[src/rtl/bec_pkg.sv]
// Shared encodings for the BEC host controller: FSM states,
// core load_status slot codes and becStatus bit positions.
package bec_pkg;

    localparam logic [3:0] S_IDLE  = 4'd0;
    localparam logic [3:0] S_REQ   = 4'd1;
    localparam logic [3:0] S_LOAD  = 4'd2;
    localparam logic [3:0] S_ARM   = 4'd3;
    localparam logic [3:0] S_RUN   = 4'd4;
    localparam logic [3:0] S_UNLD0 = 4'd5;
    localparam logic [3:0] S_UNLD1 = 4'd6;
    localparam logic [3:0] S_OUT   = 4'd7;
    localparam logic [3:0] S_ERR   = 4'd8;

    localparam logic [2:0] SLOT_X  = 3'd0;
    localparam logic [2:0] SLOT_Z  = 3'd1;
    localparam logic [2:0] SLOT_PX = 3'd2;
    localparam logic [2:0] SLOT_PZ = 3'd3;
    localparam logic [2:0] SLOT_W1 = 3'd4;
    localparam logic [2:0] SLOT_W0 = 3'd5;

    localparam int BS_IDLE     = 3;
    localparam int BS_DOWNLOAD = 2;
    localparam int BS_PROC     = 1;
    localparam int BS_UPLOAD   = 0;

endpackage

[src/rtl/bec_host_ctrl.sv]
// Host-side sequencer for the BEC scalar-multiplication core.
// Optional watchdog: define BEC_HOST_TIMEOUT_EN.
module bec_host_ctrl
    import bec_pkg::*;
#(
    parameter int WORD_W         = 163,
    parameter int KEY_BITS       = 163,
    parameter int NUM_SLOTS      = 6,
    parameter int TIMEOUT_CYCLES = 4096
) (
    input  logic                clk,
    input  logic                rst,
    input  logic                start,
    input  logic [KEY_BITS-1:0] key,
    output logic                busy,
    input  logic                op_valid,
    output logic                op_ready,
    input  logic [WORD_W-1:0]   op_data,
    output logic                res_valid,
    input  logic                res_ready,
    output logic [WORD_W-1:0]   res_data,
    output logic                res_last,
    output logic                load_data,
    output logic [2:0]          load_status,
    output logic [WORD_W-1:0]   data_in,
    output logic                trigLoad,
    output logic                ki,
    output logic                enable,
    input  logic                next_key,
    input  logic [3:0]          becStatus,
    input  logic                done,
    input  logic [WORD_W-1:0]   data_out,
    output logic                error
);

    localparam int IW = $clog2(KEY_BITS + 1);

    logic [3:0]          state_q, state_d;
    logic [KEY_BITS-1:0] key_q, key_d;
    logic [2:0]          slot_q, slot_d;
    logic [IW-1:0]       iter_q, iter_d;
    logic [WORD_W-1:0]   w0_q, w0_d, w1_q, w1_d;
    logic                sel_q, sel_d;

`ifdef BEC_HOST_TIMEOUT_EN
    localparam int TW = $clog2(TIMEOUT_CYCLES + 1);
    logic [TW-1:0] cnt_q, cnt_d;
    logic          timed;
`endif

    always_comb begin
        state_d = state_q;
        key_d   = key_q;
        slot_d  = slot_q;
        iter_d  = iter_q;
        w0_d    = w0_q;
        w1_d    = w1_q;
        sel_d   = sel_q;
        unique case (state_q)
            S_IDLE: if (start) begin
                key_d   = key;
                slot_d  = '0;
                iter_d  = '0;
                sel_d   = 1'b0;
                state_d = S_REQ;
            end
            S_REQ: if (becStatus[BS_DOWNLOAD]) state_d = S_LOAD;
            S_LOAD: if (op_valid) begin
                slot_d = slot_q + 3'd1;
                if (slot_q == 3'(NUM_SLOTS - 1)) state_d = S_ARM;
            end
            S_ARM: state_d = S_RUN;
            S_RUN: if (next_key) begin
                key_d  = {key_q[KEY_BITS-2:0], 1'b0};
                iter_d = iter_q + IW'(1);
                if (iter_q == IW'(KEY_BITS - 1)) state_d = S_UNLD0;
            end
            S_UNLD0: if (done) begin
                w0_d    = data_out;
                state_d = S_UNLD1;
            end
            S_UNLD1: begin
                w1_d    = data_out;
                state_d = S_OUT;
            end
            S_OUT: if (res_ready) begin
                sel_d = ~sel_q;
                if (sel_q) state_d = S_IDLE;
            end
            default: ;
        endcase
`ifdef BEC_HOST_TIMEOUT_EN
        // Watchdog only fires when the core made no progress this cycle
        timed = (state_q == S_REQ) || (state_q == S_RUN) ||
                (state_q == S_UNLD0);
        if (timed && !next_key && state_d == state_q &&
            cnt_q == TW'(TIMEOUT_CYCLES - 1))
            state_d = S_ERR;
        if (state_d != state_q || next_key) cnt_d = '0;
        else if (timed)                     cnt_d = cnt_q + TW'(1);
        else                                cnt_d = cnt_q;
`endif
    end

    always_ff @(posedge clk or negedge rst) begin
        if (!rst) begin
            state_q <= S_IDLE;
            key_q   <= '0;
            slot_q  <= '0;
            iter_q  <= '0;
            w0_q    <= '0;
            w1_q    <= '0;
            sel_q   <= 1'b0;
        end else begin
            state_q <= state_d;
            key_q   <= key_d;
            slot_q  <= slot_d;
            iter_q  <= iter_d;
            w0_q    <= w0_d;
            w1_q    <= w1_d;
            sel_q   <= sel_d;
        end
    end

`ifdef BEC_HOST_TIMEOUT_EN
    always_ff @(posedge clk or negedge rst) begin
        if (!rst) cnt_q <= '0;
        else      cnt_q <= cnt_d;
    end

    assign error = (state_q == S_ERR);

    logic unused_ok;
    assign unused_ok = ^{becStatus[BS_IDLE], becStatus[BS_PROC],
                         becStatus[BS_UPLOAD]};
`else
    assign error = 1'b0;

    logic unused_ok;
    assign unused_ok = ^{becStatus[BS_IDLE], becStatus[BS_PROC],
                         becStatus[BS_UPLOAD], TIMEOUT_CYCLES != 0};
`endif

    always_comb begin
        busy        = (state_q != S_IDLE);
        op_ready    = 1'b0;
        res_valid   = 1'b0;
        res_data    = '0;
        res_last    = 1'b0;
        load_data   = 1'b0;
        load_status = '0;
        data_in     = '0;
        trigLoad    = 1'b0;
        ki          = 1'b0;
        enable      = 1'b0;
        unique case (state_q)
            S_REQ: load_data = 1'b1;
            S_LOAD: begin
                load_status = slot_q;
                op_ready    = 1'b1;
                trigLoad    = op_valid;
                data_in     = op_valid ? op_data : '0;
                ki          = key_q[KEY_BITS-1];
            end
            S_ARM: begin
                enable = 1'b1;
                ki     = key_q[KEY_BITS-1];
            end
            S_RUN:   ki = key_q[KEY_BITS-1];
            S_UNLD0: load_status = SLOT_X;
            S_UNLD1: load_status = SLOT_Z;
            S_OUT: begin
                res_valid = 1'b1;
                res_last  = sel_q;
                res_data  = sel_q ? w1_q : w0_q;
            end
            default: ;
        endcase
    end

endmodule

[config.mk]
export PLATFORM = sky130hd
export DESIGN_NAME = bec_host_ctrl
export DESIGN_NICKNAME = d
export VERILOG_FILES = /design/src/rtl/bec_pkg.sv /design/src/rtl/bec_host_ctrl.sv
export SDC_FILE = /design/constraint.sdc
export NUM_CORES = 1
export LEC_CHECK = 0
export ABC_AREA = 1
export BUFFER_PORTS_ARGS = -buffer_cell sky130_fd_sc_hd__buf_2
export CORE_AREA = 2 2 326 328
export DETAILED_ROUTE_END_ITERATION = 16
export DIE_AREA = 0 0 328 330
export GPL_TIMING_DRIVEN = 0
export PLACE_DENSITY = 0.47
export SYNTH_ARGS = -nofsm -noshare
export SYNTH_HDL_FRONTEND = slang
export SYNTH_SLANG_ARGS = --single-unit
[constraint.sdc]
create_clock -name clk -period 2.65 [get_ports clk]
set_input_delay 0.265 -clock clk [delete_from_list [all_inputs] [get_ports clk]]
set_output_delay 0.265 -clock clk [all_outputs]
set_load 0.02 [all_outputs]
==> results of run 1 <==
==> layout make-up <==
class | instances | area share (%)
multi-input combinational | 2075 | 26.6
antenna | 41 | 0.282
buffer | 237 | 3.51
sequential | 504 | 34.6
tap | 1391 | 4.78
inverter | 358 | 3.70
timing repair buffer | 1170 | 21.2
clock inverter | 12 | 0.350
clock buffer | 96 | 4.99
==> per-stage QoR <==
step           instance area, um^2  instances  total power, W
6_report                     36400       5884          0.0344
5_1_grt                      36400       5871          0.0371
4_1_cts                      36100       5843          0.0345
3_5_place_dp                 30500       5403          0.0254
3_3_place_gp                 30400       5398          0.0253
2_1_floorplan                24500       3174          0.0210
==> sequential cells by signal, summed over array words and instances, names as in the netlist <==
register,cells
w0_q,163
iter_q,8
state_q,3
w1_q,163
sel_q,1
slot_q,3
key_q,163
==> worst paths after layout <==
check	start	cells past startpoint	slack, ps	end
worst max-delay path	state_q[0]	9	80	data_in[71]
worst min-delay path	start	4	70	iter_q[5]
max in group asynchronous	rst	5	640	w1_q[122]
worst max register to register	state_q[0]	8	270	w0_q[49]
min in group asynchronous	rst	2	200	key_q[131]
worst min register to register	w0_q[95]	2	480	w0_q[95]
==> layer usage <==
layer	vias up	track usage [%]	wire (um)
li1	12599	-	-
met1	12660	25.8	48500
met2	881	38.9	62200
met4	16	13.7	7970
met3	299	4.56	7380
met5	-	0	108
==> cell usage after synthesis <==
cell	instances	area, um^2
nor2_1	184	691
o21ai_1	54	270
ha_1	9	113
o21ai_0	446	2230
xor2_1	1	8.76
o21bai_1	1	7.51
nand3_1	18	90.1
o211ai_1	162	1220
nor2_4	1	11.3
buf_6	17	191
buf_4	8	60.1
inv_2	3	11.3
buf_1	21	78.8
conb_1	1	3.75
nand2_2	3	18.8
nand3_2	1	10.0
nand4_1	4	25.0
buf_8	1	15.0
nand2_1	1023	3840
dfrtp_1	504	12600
a31oi_1	2	12.5
buf_2	76	380
a21oi_1	165	826
inv_1	355	1330
clkbuf_1	114	428
==> power by group <==
group	switching, W	leakage (nW)	total, W	internal (W)
registers	0.00164	6.23	0.0132	0.0115
clock network	0.00343	0.958	0.00827	0.00484
logic	0.00841	11.0	0.0129	0.00454
==> worst max-delay path, cell delays in order, from the launching register on <==
cell	delay, ps
dfrtp_1	400
inv_2	90
ha_4	140
inv_1	60
nor2_4	120
inv_4	70
buf_4	190
buf_4	220
nor2_2	190
buf_4	180
==> cells by family (layout without fill, tap and decap cells) <==
kind of cell    Yosys count  count (layout)  share of synthesized area, %
simple gates           1234            1234                          19.1
compound gates          830             830                          18.6
buf+inv                 595            1873                          10.2
flops                   504             504                          51.5
fa+ha+maj                 9               9                         0.460
other cells               1              42                        0.0153
xor+xnor                  1               1                        0.0358
==> repair_timing <==
action,4_1_cts,5_1_grt
resized for setup,116,77
endpoints found under the hold margin,566,0
hold buffers,329,0
cloned,0,0
setup buffers,3,0
endpoints found under the setup margin,325,79
pin swaps,3,5
==> flow_metrics.env, run 1 <==
export IMPL_grt_overflow=0
export IMPL_synthDistinctLibCells=25
export IMPL_max_slew_margin_rel_pct=23.5
export IMPL_grt_first_pass_wirelength_um=180000
export IMPL_yosysWarnings=0
export IMPL_cp_required_ps=2380
export IMPL_wl_um=126000
export IMPL_vias_per_cell=4.50
export IMPL_fin_ws_ps=82.3
export IMPL_clkLatencyLatePin_ps=630
export IMPL_post_drt_wl_per_cell_um=21.4
export IMPL_die_w_um=328
export IMPL_grt_max_degree=104
export IMPL_die_height_um=330
export IMPL_dp_hpwl_um=97000
export IMPL_cts_buffers=60
export IMPL_fin_skew_ps=23.6
export IMPL_syn_nets=3683
export IMPL_rsz0062_at_grt="yes"
export IMPL_drtIter0Drc=1570
export IMPL_track_usage_pct=22.6
export IMPL_dr_pass1_iters=5
export IMPL_drc=0
export IMPL_regArea_mm2=0.0126
export IMPL_status="finished clean"
export IMPL_rows=119
export IMPL_gp_congestion=0.966
export IMPL_power_leakage_nw=18.2
export IMPL_netlist_area_mm2=0.0245
export IMPL_initial_core_util_pct=23.4
export IMPL_top_level_ports=838
export IMPL_finalMaxSlewViolations=0
export IMPL_powerDensity_mw_per_mm2=944
export IMPL_area_growth_pct=48.7
export IMPL_drive_gt1_share_pct=25.7
export IMPL_critPathKind="register to output pin"
export IMPL_port_buffers=833
export IMPL_finalHoldViolCount=0
export IMPL_synthCells=3174
export IMPL_worstSetupEndpointType="output pin"
export IMPL_nets=4915
export IMPL_core_area_mm2=0.105
export IMPL_grt_pass1_vias=26564
export IMPL_path_max_fanout=10
export IMPL_vias=26455
export IMPL_antenna_left=0
export IMPL_setup_violations=0
export IMPL_worst_pin_slew_ps=1150
export IMPL_fin_util_pct=34.8
export IMPL_fill_cells=11300
export IMPL_h_tree_depth=2
export IMPL_crit_path_start_kind="register"
export IMPL_final_common_cell="nand2_1"
export IMPL_crit_arrival_ps=2300
export IMPL_avgSynthCellArea_um2=7.71
export IMPL_dpl_worst_slack_ps=-168
export IMPL_hold_class="input pin to register"
export IMPL_clockRootBuffer="clkbuf_16"
export IMPL_antenna_found_initial=72
export IMPL_cts_sinks=504
export IMPL_clk_pin_slew_ps=60
export IMPL_holdWs_ps=72.7
export IMPL_multi_input_area_mm2=0.00967
export IMPL_layout_cells_most_common_list="nand2_1, buf_2, dfrtp_1"
export IMPL_ir_worst_vdd_mv=0.534
export IMPL_cts_tree="built"
export IMPL_synth_seq_cells=504
export IMPL_post_route_period_util_pct=96.9
export IMPL_ys_seq_area_share_pct=51.5
export IMPL_clk_path_buf_depth=3
export IMPL_period_needed_ps=2570
export IMPL_tns_ps=0
export IMPL_max_freq_ghz=0.389
export IMPL_die_area_mm2=0.108
export IMPL_cap_viol_max_count=0
Power figures use the tool's default switching activity.
==> inputs of run 2 (changes only) <==
Settings changed: ABC_AREA 1 to 0, CORE_AREA 2 2 326 328 to 2 2 323 325, DIE_AREA 0 0 328 330 to 0 0 325 327, PLACE_DENSITY 0.47 to 0.48.
==> run 2 against run 1 <==
  * Die area fell by 1.8%
  * Highest routed layer unchanged
  * First-iteration DRC count is 15% lower
  * Largest power group is now combinational logic
  * Worst setup slack got worse by 21 ps
==> flow_metrics.env, run 2 <==
export IMPL_gp_congestion=0.942
export IMPL_yosysWarnings=0
export IMPL_hold_class="input pin to async pin"
export IMPL_wl_met1_um=45400
export IMPL_synth_edf_count=0
export IMPL_h_tree_depth=2
export IMPL_regArea_mm2=0.0126
export IMPL_grt_pass1_vias=22253
export IMPL_nets=3825
export IMPL_powerDensity_mw_per_mm2=965
export IMPL_finalMaxSlewViolations=0
export IMPL_fin_skew_ps=62.9
export IMPL_vias_per_cell=4.46
export IMPL_crit_arrival_ps=2320
export IMPL_clockRootBuffer="clkbuf_16"
export IMPL_antenna_found_initial=79
export IMPL_synth_common_cells="dfrtp_1, mux2i_1, mux2_1"
export IMPL_grt_max_degree=105
export IMPL_power_w=0.0359
export IMPL_layout_cells_most_common_list="buf_2, dfrtp_1, dlygate4sd3_1"
export IMPL_worstSetupEndpointType="output pin"
export IMPL_ir_worst_vdd_mv=0.546
export IMPL_drtIter0Drc=1341
export IMPL_yosys_top_cells_area="dfrtp_1, mux2i_1, mux2_1"
export IMPL_synthCells=2071
export IMPL_post_drt_wl_per_cell_um=23.1
export IMPL_die_area_mm2=0.106
export IMPL_finalHoldViolCount=0
export IMPL_track_usage_pct=20.2
export IMPL_rows=118
export IMPL_met3WireLength_um=12500
export IMPL_top_layer="met5"
export IMPL_syn_nets=2580
export IMPL_power_leakage_nw=17.6
export IMPL_critPathKind="register to output pin"
export IMPL_avgSynthCellArea_um2=11.6
export IMPL_vias=21280
export IMPL_cp_required_ps=2380
export IMPL_synth_top_area_cell="dfrtp_1"
export IMPL_port_buffers=833
export IMPL_grt_overflow=0
export IMPL_final_common_cell="buf_2"
export IMPL_area_growth_pct=54.5
export IMPL_path_max_fanout=7
export IMPL_worst_pin_slew_ps=999
export IMPL_cap_viol_max_count=0
export IMPL_core_area_mm2=0.103
export IMPL_cts_tree="built"
export IMPL_ys_seq_area_share_pct=52.3
export IMPL_cts_buffers=60
export IMPL_yosysMostFrequentCell="dfrtp_1"
export IMPL_clk_pin_slew_ps=70
export IMPL_dr_pass1_iters=5
export IMPL_status="finished clean"
export IMPL_multi_input_area_mm2=0.0111
export IMPL_max_slew_margin_rel_pct=33.4
export IMPL_setup_violations=0
export IMPL_period_needed_ps=2590
export IMPL_initial_core_util_pct=23.4
export IMPL_top_level_ports=838
export IMPL_synthDistinctLibCells=49
export IMPL_ys_flop_type="dfrtp_1"
export IMPL_drive_gt1_share_pct=38.7
export IMPL_fill_cells=10428
export IMPL_antenna_left=0
export IMPL_r2r_cells=6
export IMPL_clk_path_buf_depth=3
export IMPL_rsz0062_at_grt="yes"
export IMPL_netlist_area_leader_share_pct=52.3
export IMPL_synth_seq_cells=504
export IMPL_post_route_period_util_pct=97.7
export IMPL_cts_sinks=504
export IMPL_holdWs_ps=95.4
export IMPL_wl_met2_um=48900
export IMPL_clkLatencyLatePin_ps=670
export IMPL_dp_hpwl_um=86600
export IMPL_die_w_um=325
export IMPL_crit_path_start_kind="register"
export IMPL_grt_first_pass_wirelength_um=158000
export IMPL_tns_ps=0
export IMPL_drc=0
export IMPL_top_regs="key_q (163), w0_q (163), w1_q (163)"
export IMPL_netlist_area_mm2=0.0241
export IMPL_wl_um=110000
export IMPL_async_reset_ff_share_pct=100
export IMPL_die_height_um=327
export IMPL_max_freq_ghz=0.386
[run 2: cell types whose count changed after synthesis, sizes merged, moves of 165 or more]
| cell | before | now |
|---|---|---|
| mux2 | 0 | 329 |
| mux2i | 0 | 326 |
| o21ai | 500 | 169 |
| nand2 | 1026 | 172 |
| inv | 358 | 8 |
| and3 | 0 | 165 |
[run 2: metal layers]
metal / up-vias / global-route usage (%)
li1: 9772 / -
met1: 10432 / 24.7
met2: 799 / 31.4
met3: 203 / 9.83
met4: 74 / 5.60
met5: - / 0
[run 2: power breakdown]
part / switching [W] / leakage, nW / internal, W
registers: 0.00183 / 6.11 / 0.0115
logic: 0.00748 / 10.5 / 0.00677
clock network: 0.00357 / 0.996 / 0.00485
total: 0.0129 / 17.6 / 0.0231
[run 2: cells by family (layout without fill, tap and decap cells)]
| family | Yosys count | count (layout) | share of synthesized area, % |
|---|---|---|---|
| AO/OA/AOI/OAI | 187 | 187 | 4.14 |
| XOR/XNOR | 4 | 4 | 0.145 |
| adder cells (fa/ha/maj) | 9 | 9 | 0.467 |
| buffers and inverters | 176 | 1471 | 3.59 |
| flip-flops | 504 | 504 | 52.3 |
| multiplexers | 655 | 655 | 28.9 |
| other | 1 | 30 | 0.0156 |
| AND/OR/NAND/NOR | 535 | 535 | 10.4 |
[run 2: repair_timing]
item | 4_1_cts | 5_1_grt
setup buffers | 7 | 3
setup endpoints to repair | 495 | 392
resized for setup | 406 | 45
hold buffers | 329 | 0
gates cloned | 9 | 1
pin swaps | 17 | 3
hold endpoints to repair | 715 | 0
[run 2: through the flow]
stage                     utilization (%)  instance area (um^2)  worst slack, ps  cells
after global placement               29.2                 30000           -10140   4284
after global routing                 36.1                 37200            -64.9   4758
after floorplan                         -                 24100              610   2071
after detailed placement             29.3                 30100             -415   4289
after CTS                            36.0                 37000             -123   4744
final                                36.2                 37200             61.0   4775
[run 2: worst paths after layout]
path	start	slack (ps)	end
setup / recovery	state_q[1]	60	ki
hold / removal	rst	100	w1_q[28]
setup reg to reg	state_q[0]	210	w0_q[100]
hold reg to reg	key_q[118]	480	key_q[118]
max in group asynchronous	rst	580	key_q[132]
min in group clk	start	120	iter_q[2]
[run 2: area by class of cell]
| class | instances | share of cell area [%] |
|---|---|---|
| antenna | 29 | 0.195 |
| buffer | 164 | 3.23 |
| clock buffer | 84 | 4.73 |
| clock inverter | 28 | 0.699 |
| inverter | 8 | 0.121 |
| multi-input combinational | 1391 | 29.8 |
| sequential | 504 | 33.9 |
| tap | 1380 | 4.64 |
| timing repair buffer | 1187 | 22.7 |
[run 2: worst max-delay path, cell delays in order, from the launching register on]
cell and delay (ps):
dfrtp_1 400, buf_6 130, ha_4 170, nand2b_4 130, inv_12 70, clkbuf_16 180, o31a_1 380, buf_6 170
==> inputs of run 3 (changes only) <==
Settings changed: CELL_PAD_IN_SITES_DETAIL_PLACEMENT set to 1, CELL_PAD_IN_SITES_GLOBAL_PLACEMENT set to 2, PLACE_DENSITY 0.48 to 0.67.
==> run 3 against run 2 <==
  * First-iteration DRC count shrank 28%
  * Utilization barely moved
  * Fmax up 0.65%
  * Critical path depth stayed put
==> flow_metrics.env, run 3 (synthesis results as in run 2) <==
export IMPL_status="finished clean"
export IMPL_crit_arrival_ps=2310
export IMPL_place_area_mm2=0.0301
export IMPL_fin_util_pct=36.1
export IMPL_die_area_mm2=0.106
export IMPL_cap_viol_max_count=0
export IMPL_antenna_left=0
export IMPL_finalMaxSlewViolations=0
export IMPL_dp_cells=4289
export IMPL_dr_pass1_iters=6
export IMPL_post_drt_wl_per_cell_um=22.3
export IMPL_cts_buffers=61
export IMPL_h_tree_depth=2
export IMPL_grt_overflow=0
export IMPL_clockRootBuffer="clkbuf_16"
export IMPL_port_buffers=833
export IMPL_path_max_fanout=10
export IMPL_ir_worst_vdd_mv=0.476
export IMPL_die_height_um=327
export IMPL_multi_input_area_mm2=0.0109
export IMPL_final_cells=4789
export IMPL_power_w=0.0364
export IMPL_cts_tree="built"
export IMPL_core_area_mm2=0.103
export IMPL_power_leakage_nw=17.7
export IMPL_die_w_um=325
export IMPL_design_area_mm2=0.0372
export IMPL_vias=21349
export IMPL_vias_per_cell=4.46
export IMPL_drc=0
export IMPL_layout_cells_most_common_list="buf_2, dfrtp_1, dlygate4sd3_1"
export IMPL_finalHoldViolCount=0
export IMPL_cpMaxStageDelayCell="dfrtp_1"
export IMPL_clk_path_buf_depth=3
export IMPL_hold_class="input pin to async pin"
export IMPL_drive_gt1_share_pct=37.7
export IMPL_max_freq_ghz=0.389
export IMPL_regArea_mm2=0.0126
export IMPL_clk_pin_slew_ps=60
export IMPL_initial_core_util_pct=23.4
export IMPL_gp_congestion=0.928
export IMPL_max_slew_margin_rel_pct=33.9
export IMPL_grt_pass1_vias=23094
export IMPL_grt_max_degree=112
export IMPL_worst_pin_slew_ps=983
export IMPL_setup_violations=0
export IMPL_powerDensity_mw_per_mm2=980
export IMPL_fin_skew_ps=71.8
export IMPL_period_needed_ps=2570
export IMPL_crit_path_start_kind="register"
export IMPL_crit_family="buffers and inverters"
export IMPL_cp_required_ps=2380
export IMPL_rows=118
export IMPL_track_usage_pct=19.6
export IMPL_antenna_found_initial=53
export IMPL_max_stage_delay_ps=380
export IMPL_grt_first_pass_wirelength_um=156000
export IMPL_worstSetupEndpointType="output pin"
export IMPL_drtIter0Drc=960
export IMPL_final_common_cell="buf_2"
export IMPL_nets=3837
export IMPL_post_route_period_util_pct=97.1
export IMPL_cts_sinks=504
export IMPL_critPathKind="register to output pin"
export IMPL_crit_chain="buf_4 > ha_4 > nand2_1 > clkbuf_8 > clkbuf_4 > nor2_1 > buf_2"
export IMPL_crit_buf_inv=4
export IMPL_wl_um=107000
export IMPL_top_level_ports=838
export IMPL_clkLatencyLatePin_ps=680
export IMPL_fill_cells=11629
export IMPL_area_growth_pct=54.3
export IMPL_top_regs="key_q (163), w0_q (163), w1_q (163)"
export IMPL_dp_hpwl_um=82300
[run 3: area by class of cell]
class	instances	share of cell area (%)
flip-flops and latches	504	33.9
plain buffers	164	3.21
repair buffers	1198	22.8
multi-input cells	1391	29.4
diodes	33	0.222
clock buffers	91	4.76
inverters	8	0.121
well taps	1380	4.64
clock inverters	20	0.952
[run 3: worst paths after layout]
check	startpoint	slack, ps	endpoint	cells past startpoint
max	state_q[0]	80	res_data[87]	7
min	rst	130	w0_q[32]	2
max reg2reg	state_q[0]	160	w0_q[97]	8
min reg2reg	key_q[26]	490	key_q[26]	2
max in group asynchronous	rst	810	state_q[1]	5
min in group clk	start	180	iter_q[3]	4
[run 3: per-stage QoR]
step / setup WS (ps) / hold slack, ps / TNS, ps
5_1_grt: -12.3 / 107 / -26.7
3_3_place_gp: -9980 / 463 / -5044070
4_1_cts: -72.5 / 49.0 / -3490
6_report: 77.8 / 128 / 0
3_5_place_dp: -546 / 198 / -73180
2_1_floorplan: 610 / -30.6 / 0
[run 3: layer usage]
metal / up-vias / global-route usage, % / share of wire (%)
li1: 9773 / - / -
met1: 10631 / 25.2 / 43
met2: 734 / 31.0 / 46
met3: 177 / 6.75 / 8.9
met4: 34 / 5.12 / 2.5
met5: - / 1.64 / 0.40
[run 3: timing repair]
item | CTS | global route
pin swaps | 24 | 1
endpoints found under the setup margin | 494 | 222
hold endpoints to repair | 828 | 0
cloned | 10 | 0
hold buffers | 329 | 0
setup buffers | 14 | 7
resized for setup | 359 | 18
[run 3: power breakdown]
| group | switching [W] | internal [W] |
|---|---|---|
| combinational | 0.00746 | 0.00678 |
| sequential | 0.00192 | 0.0115 |
| clock | 0.00351 | 0.00530 |
